**src/rtl/debounce_onepulse.sv**
```systemverilog
// -----------------------------------------------------------------------------
// debounce_onepulse
//
// Turns a raw, asynchronous, possibly bouncing active-high level (push button,
// external strobe) into clean events for the control FSMs:
//   * pulse      - one cycle per accepted press
//   * long_pulse - one cycle per press held for LONG_LEN cycles in HELD
//   * held       - debounced level (high in HELD and RELEASE_DB)
//
// The input goes through a two-flop synchroniser. The FSM only ever looks at the
// synchronised copy s. Both press and release must stay stable for DB_LEN
// consecutive samples before they are accepted.
//
// Parameters
//   DB_LEN    cycles s must be stable before a press/release is accepted (>= 2)
//   DB_W      width of db_cnt; must hold DB_LEN-1
//   LONG_LEN  cycles spent in HELD before long_pulse fires (>= 2)
//   LONG_W    width of hold_cnt; must hold LONG_LEN
//
// Ports
//   clk         in   clock, all logic on posedge
//   reset       in   asynchronous, active-high; clears all state
//   level_in    in   raw asynchronous level, active-high
//   pulse       out  registered, 1 cycle per accepted press
//   long_pulse  out  registered, 1 cycle per press held >= LONG_LEN cycles
//   held        out  registered debounced level
// -----------------------------------------------------------------------------
module debounce_onepulse #(
   parameter int DB_LEN   = 65536,
   parameter int DB_W     = 17,
   parameter int LONG_LEN = 8388608,
   parameter int LONG_W   = 24
) (
   input  logic clk,
   input  logic reset,
   input  logic level_in,
   output logic pulse,
   output logic long_pulse,
   output logic held
);

   typedef enum logic [1:0] {
      S_IDLE       = 2'd0,
      S_PRESS_DB   = 2'd1,
      S_HELD       = 2'd2,
      S_RELEASE_DB = 2'd3
   } state_t;

   // Width-exact compare constants so the counters never compare against a
   // wider integer expression.
   localparam logic [DB_W-1:0]   DB_LAST   = DB_W'(DB_LEN - 1);
   localparam logic [DB_W-1:0]   DB_ONE    = DB_W'(1);
   localparam logic [LONG_W-1:0] LONG_MAX  = LONG_W'(LONG_LEN);
   localparam logic [LONG_W-1:0] LONG_PRE  = LONG_W'(LONG_LEN - 1);
   localparam logic [LONG_W-1:0] LONG_ONE  = LONG_W'(1);

   logic              sync1_reg;
   logic              sync2_reg;
   logic              s;

   state_t            state_reg,      state_next;
   logic [DB_W-1:0]   db_cnt_reg,     db_cnt_next;
   logic [LONG_W-1:0] hold_cnt_reg,   hold_cnt_next;
   logic              pulse_reg,      pulse_next;
   logic              long_pulse_reg, long_pulse_next;
   logic              held_reg,       held_next;

   // ---------------------------------------------------------------------------
   // Two-flop synchroniser for the asynchronous input
   // ---------------------------------------------------------------------------
   always_ff @(posedge clk or posedge reset) begin
      if (reset) begin
         sync1_reg <= 1'b0;
         sync2_reg <= 1'b0;
      end else begin
         sync1_reg <= level_in;
         sync2_reg <= sync1_reg;
      end
   end

   assign s = sync2_reg;

   // ---------------------------------------------------------------------------
   // State and output registers
   // ---------------------------------------------------------------------------
   always_ff @(posedge clk or posedge reset) begin
      if (reset) begin
         state_reg      <= S_IDLE;
         db_cnt_reg     <= '0;
         hold_cnt_reg   <= '0;
         pulse_reg      <= 1'b0;
         long_pulse_reg <= 1'b0;
         held_reg       <= 1'b0;
      end else begin
         state_reg      <= state_next;
         db_cnt_reg     <= db_cnt_next;
         hold_cnt_reg   <= hold_cnt_next;
         pulse_reg      <= pulse_next;
         long_pulse_reg <= long_pulse_next;
         held_reg       <= held_next;
      end
   end

   // ---------------------------------------------------------------------------
   // Next-state logic
   // ---------------------------------------------------------------------------
   always_comb begin
      state_next      = state_reg;
      db_cnt_next     = db_cnt_reg;
      hold_cnt_next   = hold_cnt_reg;
      pulse_next      = 1'b0;
      long_pulse_next = 1'b0;

      case (state_reg)
         S_IDLE: begin
            db_cnt_next = '0;
            if (s) begin
               state_next  = S_PRESS_DB;
               db_cnt_next = DB_ONE;
            end
         end

         S_PRESS_DB: begin
            if (!s) begin
               // Glitch shorter than the debounce window: drop it silently.
               state_next  = S_IDLE;
               db_cnt_next = '0;
            end else if (db_cnt_reg == DB_LAST) begin
               state_next    = S_HELD;
               pulse_next    = 1'b1;
               hold_cnt_next = '0;
               db_cnt_next   = '0;
            end else begin
               db_cnt_next = db_cnt_reg + DB_ONE;
            end
         end

         S_HELD: begin
            // Saturating at LONG_LEN is what limits long_pulse to one per press.
            if (hold_cnt_reg != LONG_MAX) begin
               hold_cnt_next = hold_cnt_reg + LONG_ONE;
            end
            if (hold_cnt_reg == LONG_PRE) begin
               long_pulse_next = 1'b1;
            end
            if (!s) begin
               state_next  = S_RELEASE_DB;
               db_cnt_next = DB_ONE;
            end
         end

         S_RELEASE_DB: begin
            // hold_cnt is frozen here; a release bounce resumes it in HELD.
            if (s) begin
               state_next  = S_HELD;
               db_cnt_next = '0;
            end else if (db_cnt_reg == DB_LAST) begin
               state_next    = S_IDLE;
               db_cnt_next   = '0;
               hold_cnt_next = '0;
            end else begin
               db_cnt_next = db_cnt_reg + DB_ONE;
            end
         end

         default: begin
            state_next    = S_IDLE;
            db_cnt_next   = '0;
            hold_cnt_next = '0;
         end
      endcase

      // held is registered from the next state so it lines up with the state.
      held_next = (state_next == S_HELD) || (state_next == S_RELEASE_DB);
   end

   assign pulse      = pulse_reg;
   assign long_pulse = long_pulse_reg;
   assign held       = held_reg;

endmodule

```
**config.mk**
```make
export PLATFORM = sky130hd
export DESIGN_NAME = debounce_onepulse
export DESIGN_NICKNAME = d
export VERILOG_FILES = /design/src/rtl/debounce_onepulse.sv
export SDC_FILE = /design/constraint.sdc
export NUM_CORES = 1
export LEC_CHECK = 0
export BUFFER_PORTS_ARGS = -buffer_cell sky130_fd_sc_hd__buf_2
export CORE_UTILIZATION = 60
export CTS_CLUSTER_DIAMETER = 150
export DETAILED_ROUTE_END_ITERATION = 7
export PLACE_DENSITY = 0.81
export SLEW_MARGIN = 20
export SYNTH_ARGS = -nofsm -noshare
export SYNTH_HDL_FRONTEND = slang
export SYNTH_SLANG_ARGS = --single-unit
export TNS_END_PERCENT = 50
```
**constraint.sdc**
```tcl
create_clock -name clk -period 3.35 [get_ports clk]
set_input_delay 0 -clock clk [delete_from_list [all_inputs] [get_ports clk]]
set_output_delay 0 -clock clk [all_outputs]
set_load 0.02 [all_outputs]
```
[Word level (Yosys, flattened, before mapping)]
Cells that the tools add are included.
Cells by class
  equality and inequality tests: 12
  multiplexer cells: 23
  reduce and logical (&&, ||, !) cells: 4
  add/subtract/negate cells: 2
Operators by type and width (number)
  $mux 24: 4
  $pmux 24 s3: 1
  $mux 17: 4
  $pmux 17 s4: 1
  $add 24x1->24 const B: 1
  $eq 24x23->1 const B: 1
  $ne 24x24->1 const B: 1
  $add 17x1->17 const B: 1
  $eq 17x16->1 const B: 1
  $mux 2: 6
  $eq 2x2->1 const B: 4
  $ne 2x2->1 const B: 4
  $pmux 2 s4: 1
  $mux 1: 6
  $reduce_and 4->1: 1
  $reduce_bool 3->1: 1
  $eq 2x1->1 const B: 1
  $logic_not 2->1: 1
  $logic_or 1x1->1: 1
Storage, ports and cells
  bits in registers: 48
  output and inout port bits: 3
  logic and storage cells: 49

[Depth between registers and ports, before layout]
  depth in word-level cells: 6
  mapped depth: 8

[Worst setup path after synthesis]
Ideal clock, no wire load.
  path kind: reg2reg
  start point: register db_cnt_reg[0]
  end point: register hold_cnt_reg[23]
  path buffers: 1
  stages on the path, launching flop included: 8
  setup slack: 1.154 ns
  arrival time: 2.118 ns
  cell sequence: dfrtp_1 > ha_1 > nand4_4 > nor4_4 > a21oi_2 > buf_6 > or4_1 > a21oi_1
Between the ends
  longest elaborated chain between the ends: 4
Ends and longest elaborated chain
  from (decl): RTL line 62  | logic [DB_W-1:0] db_cnt_reg, db_cnt_next;
  from (signal assigned): RTL line 96  | db_cnt_reg <= db_cnt_next;
  $eq 17x16->1 (*): RTL line 128, 157
  $mux 24 (*)
  $mux 24, on equally long branches
  $pmux 24 s3 (*)
  to (signal assigned): RTL line 97  | hold_cnt_reg <= hold_cnt_next;
  to (decl): RTL line 63  | logic [LONG_W-1:0] hold_cnt_reg, hold_cnt_next;
Every way passes the cells marked *; elsewhere a longest branch is shown, timed or not. The select of a mux whose other input is x is not followed.
A chain may end at the register's enable or synchronous reset.

[Worst setup path after layout]
  start point: register db_cnt_reg[0]
  end point: register hold_cnt_reg[14]
The elaborated chain is that of the path after synthesis.

==> flow_summary.yaml <==
detailed_routing:
  via_per_inst: 6.79
  dr_total_vias: 2301
  routedWlPerCell_um: 17.4
  drc_errors: 0
  drt_iter0_drc: 245
  routed_wl_um: 5890
  dr.pass1.iters: 4
  ant_nets: 0
clock_network:
  path_clk_slew_ns: 0.08
  clockBufferDepth: 2
  cts_root_buffer: "clkbuf_8"
  numCtsBuffers: 5
  h-tree-depth: 2
  cts_sinks: 47
  cts_tree: "done"
  clk-insertion-delay-late_ns: 0.30
  cts_resized: 0
floorplan:
  die_h_um: 68.2
  io_pins: 6
  die_w_um: 68.2
  initial_core_util_pct: 63.9
  core-area_mm2: 0.00412
  placementRows: 23
  die-area_mm2: 0.00465
synthesis:
  ys_warn_count: 0
  synth_xor_area_share_pct: 2.33
  synth_compound_area_share_pct: 19.2
  synth_adder_area_share_pct: 1.43
  yosysTopAreaCellShare_pct: 44.7
  syn_avg_cell_area_um2: 9.17
  syn_area_mm2: 0.00263
  synth_top_family_by_area: "simple AND/OR/NAND/NOR gates"
  ys_seq_elements: 47
  yosys.cell_types.count: 50
  synth_fp_nets: 293
  seq_area_frac_synth_pct: 44.7
  ys.flop_type: "dfrtp_1"
  synthSimpleGateAreaFrac_pct: 28.1
  synthMuxAreaShare_pct: 0.856
  synthCells: 287
  async_reset_ff_share_pct: 100
  yosysTopAreaCell: "dfrtp_1"
  synth_edf_count: 0
  synth_area_leaders: "dfrtp_1 (45%), o21ai_0 (4.8%), nand2_1 (3.9%), nand3_1 (2.9%), nand4_1 (2.9%)"
sta:
  finalMaxSlewViolations: 0
  tns_ns: 0
  max_slew_margin_pct: 32.8
  period_share_pct: 76.5
  max_slew.worst_pin.slew_ns: 0.999
  rsz0062_at_grt: "false"
  finalClockSkew_ns: 0.00691
  setup_viol: 0
  fin_crit_ns: 2.56
  hold_viol: 0
  max_freq_ghz: 0.390
hold_path:
  holdCritPathClass: "in -> reg"
setup_path:
  crit_path_max_fanout: 22
  cp_slowest_cell: "nor4_4"
  crit_family: "simple AND/OR/NAND/NOR gates"
  cp-end-kind: "flip-flop"
  max_stage_delay_ns: 0.53
  criticalPathCategory: "reg -> reg"
  cp.arrival_ns: 2.71
  start_kind: "flip-flop"
  crit_chain: "ha_1, nand4_4, nor4_4, a21oi_2, nor2_2, a31oi_1"
  path_buf_inv: 0
  required_ns: 3.50
placement:
  io_buffers: 5
  dp_cells: 331
  detailed_place_hpwl_um: 4040
  gp_congestion: 0.940
finish:
  drive_above_1_share_pct: 7.27
  largest_register_ffs: 24
  final_cells: 339
  nets: 296
  area_delta_synth_final_pct: 5.14
  fin_util_pct: 67.2
  antenna_cells: 0
  final_cell_mix: "dfrtp_1 (47), nand2_1 (27), o21ai_0 (25)"
  layout_commonest_cell: "dfrtp_1"
global_routing:
  grt_first_pass_wirelength_um: 9450
  grt_pass1_vias: 2026
  grt_max_degree: 48
  overflow: 0
  antenna_found_initial: 0
  grt_use_total_pct: 28.3
status:
  status: "finished, final reports clean"
job:
  cap_violations: 0
power:
  finalPower_w: 0.000922
  p_leak_nw: 1.14
  ir_drop_mv: 0.324
  power_density_mw_per_mm2: 333
==> metrics by stage <==
step | hold slack, ns | setup WS [ns] | instance area [µm²]
floorplan | 0.0314 | 1.15 | 2630
global placement | 0.109 | 0.944 | 2670
detailed placement | 0.111 | 0.855 | 2670
CTS | 0.339 | 0.828 | 2770
global route | 0.336 | 0.584 | 2770
finish | 0.352 | 0.788 | 2770
==> power by group <==
group	total (W)	internal [W]	switching (W)
Clock	0.000318	0.000139	0.000179
Combinational	0.0000291	0.00000826	0.0000209
Sequential	0.000575	0.000570	0.00000439
Total	0.000922	0.000718	0.000204
==> final timing paths <==
path | from | to | slack [ns] | depth (start not counted)
max | db_cnt_reg[0]$_DFFE_PP0P_ | hold_cnt_reg[14]$_DFFE_PP0P_ | 0.79 | 6
min | level_in | sync1_reg$_DFF_PP0_ | 0.35 | 2
max reg2reg | db_cnt_reg[0]$_DFFE_PP0P_ | hold_cnt_reg[14]$_DFFE_PP0P_ | 0.79 | 6
min reg2reg | sync1_reg$_DFF_PP0_ | s$_DFF_PP0_ | 0.36 | 0
max in group asynchronous | reset | hold_cnt_reg[17]$_DFFE_PP0P_ | 2.51 | 3
min in group asynchronous | reset | long_pulse$_DFF_PP0_ | 0.36 | 3
==> cells by family after synthesis <==
family | Yosys count
and+or+nand+nor | 127
AOI/OAI and AO/OA | 79
DFF | 47
buffers and inverters | 22
xor gates and xnor gates | 7
adders and majority gates | 3
muxes | 2
==> layout make-up <==
type                    count  area, µm²
clock buffers               6       72.6
fillers                   326       1350
inverters                  10       38.8
multi-input cells         218       1360
flip-flops and latches     47       1180
well taps                  50       62.6
repair buffers              8       52.6
==> synthesized netlist by cell type (all sizes together) (7+ instances only) <==
| master | n |
|---|---|
| nor3 | 7 |
| nand3 | 15 |
| o21ai | 25 |
| a31oi | 9 |
| nor2 | 15 |
| nor4 | 10 |
| dfrtp | 47 |
| clkbuf | 10 |
| inv | 10 |
| nand2 | 27 |
| nand4 | 14 |
| a21oi | 14 |
| or4 | 7 |
==> layer usage <==
metal,wire (µm),track usage (%),up-vias
met5,0,0,-
met3,441,4.83,9
met2,2650,41.1,88
met1,2700,41.2,1113
li1,-,-,1091
met4,95,12.2,0
==> timing repair <==
item,CTS,global route
hold buffers,2,0
hold endpoints to repair,48,0
buffers inserted,0,0
Power figures use the tool's default switching activity.
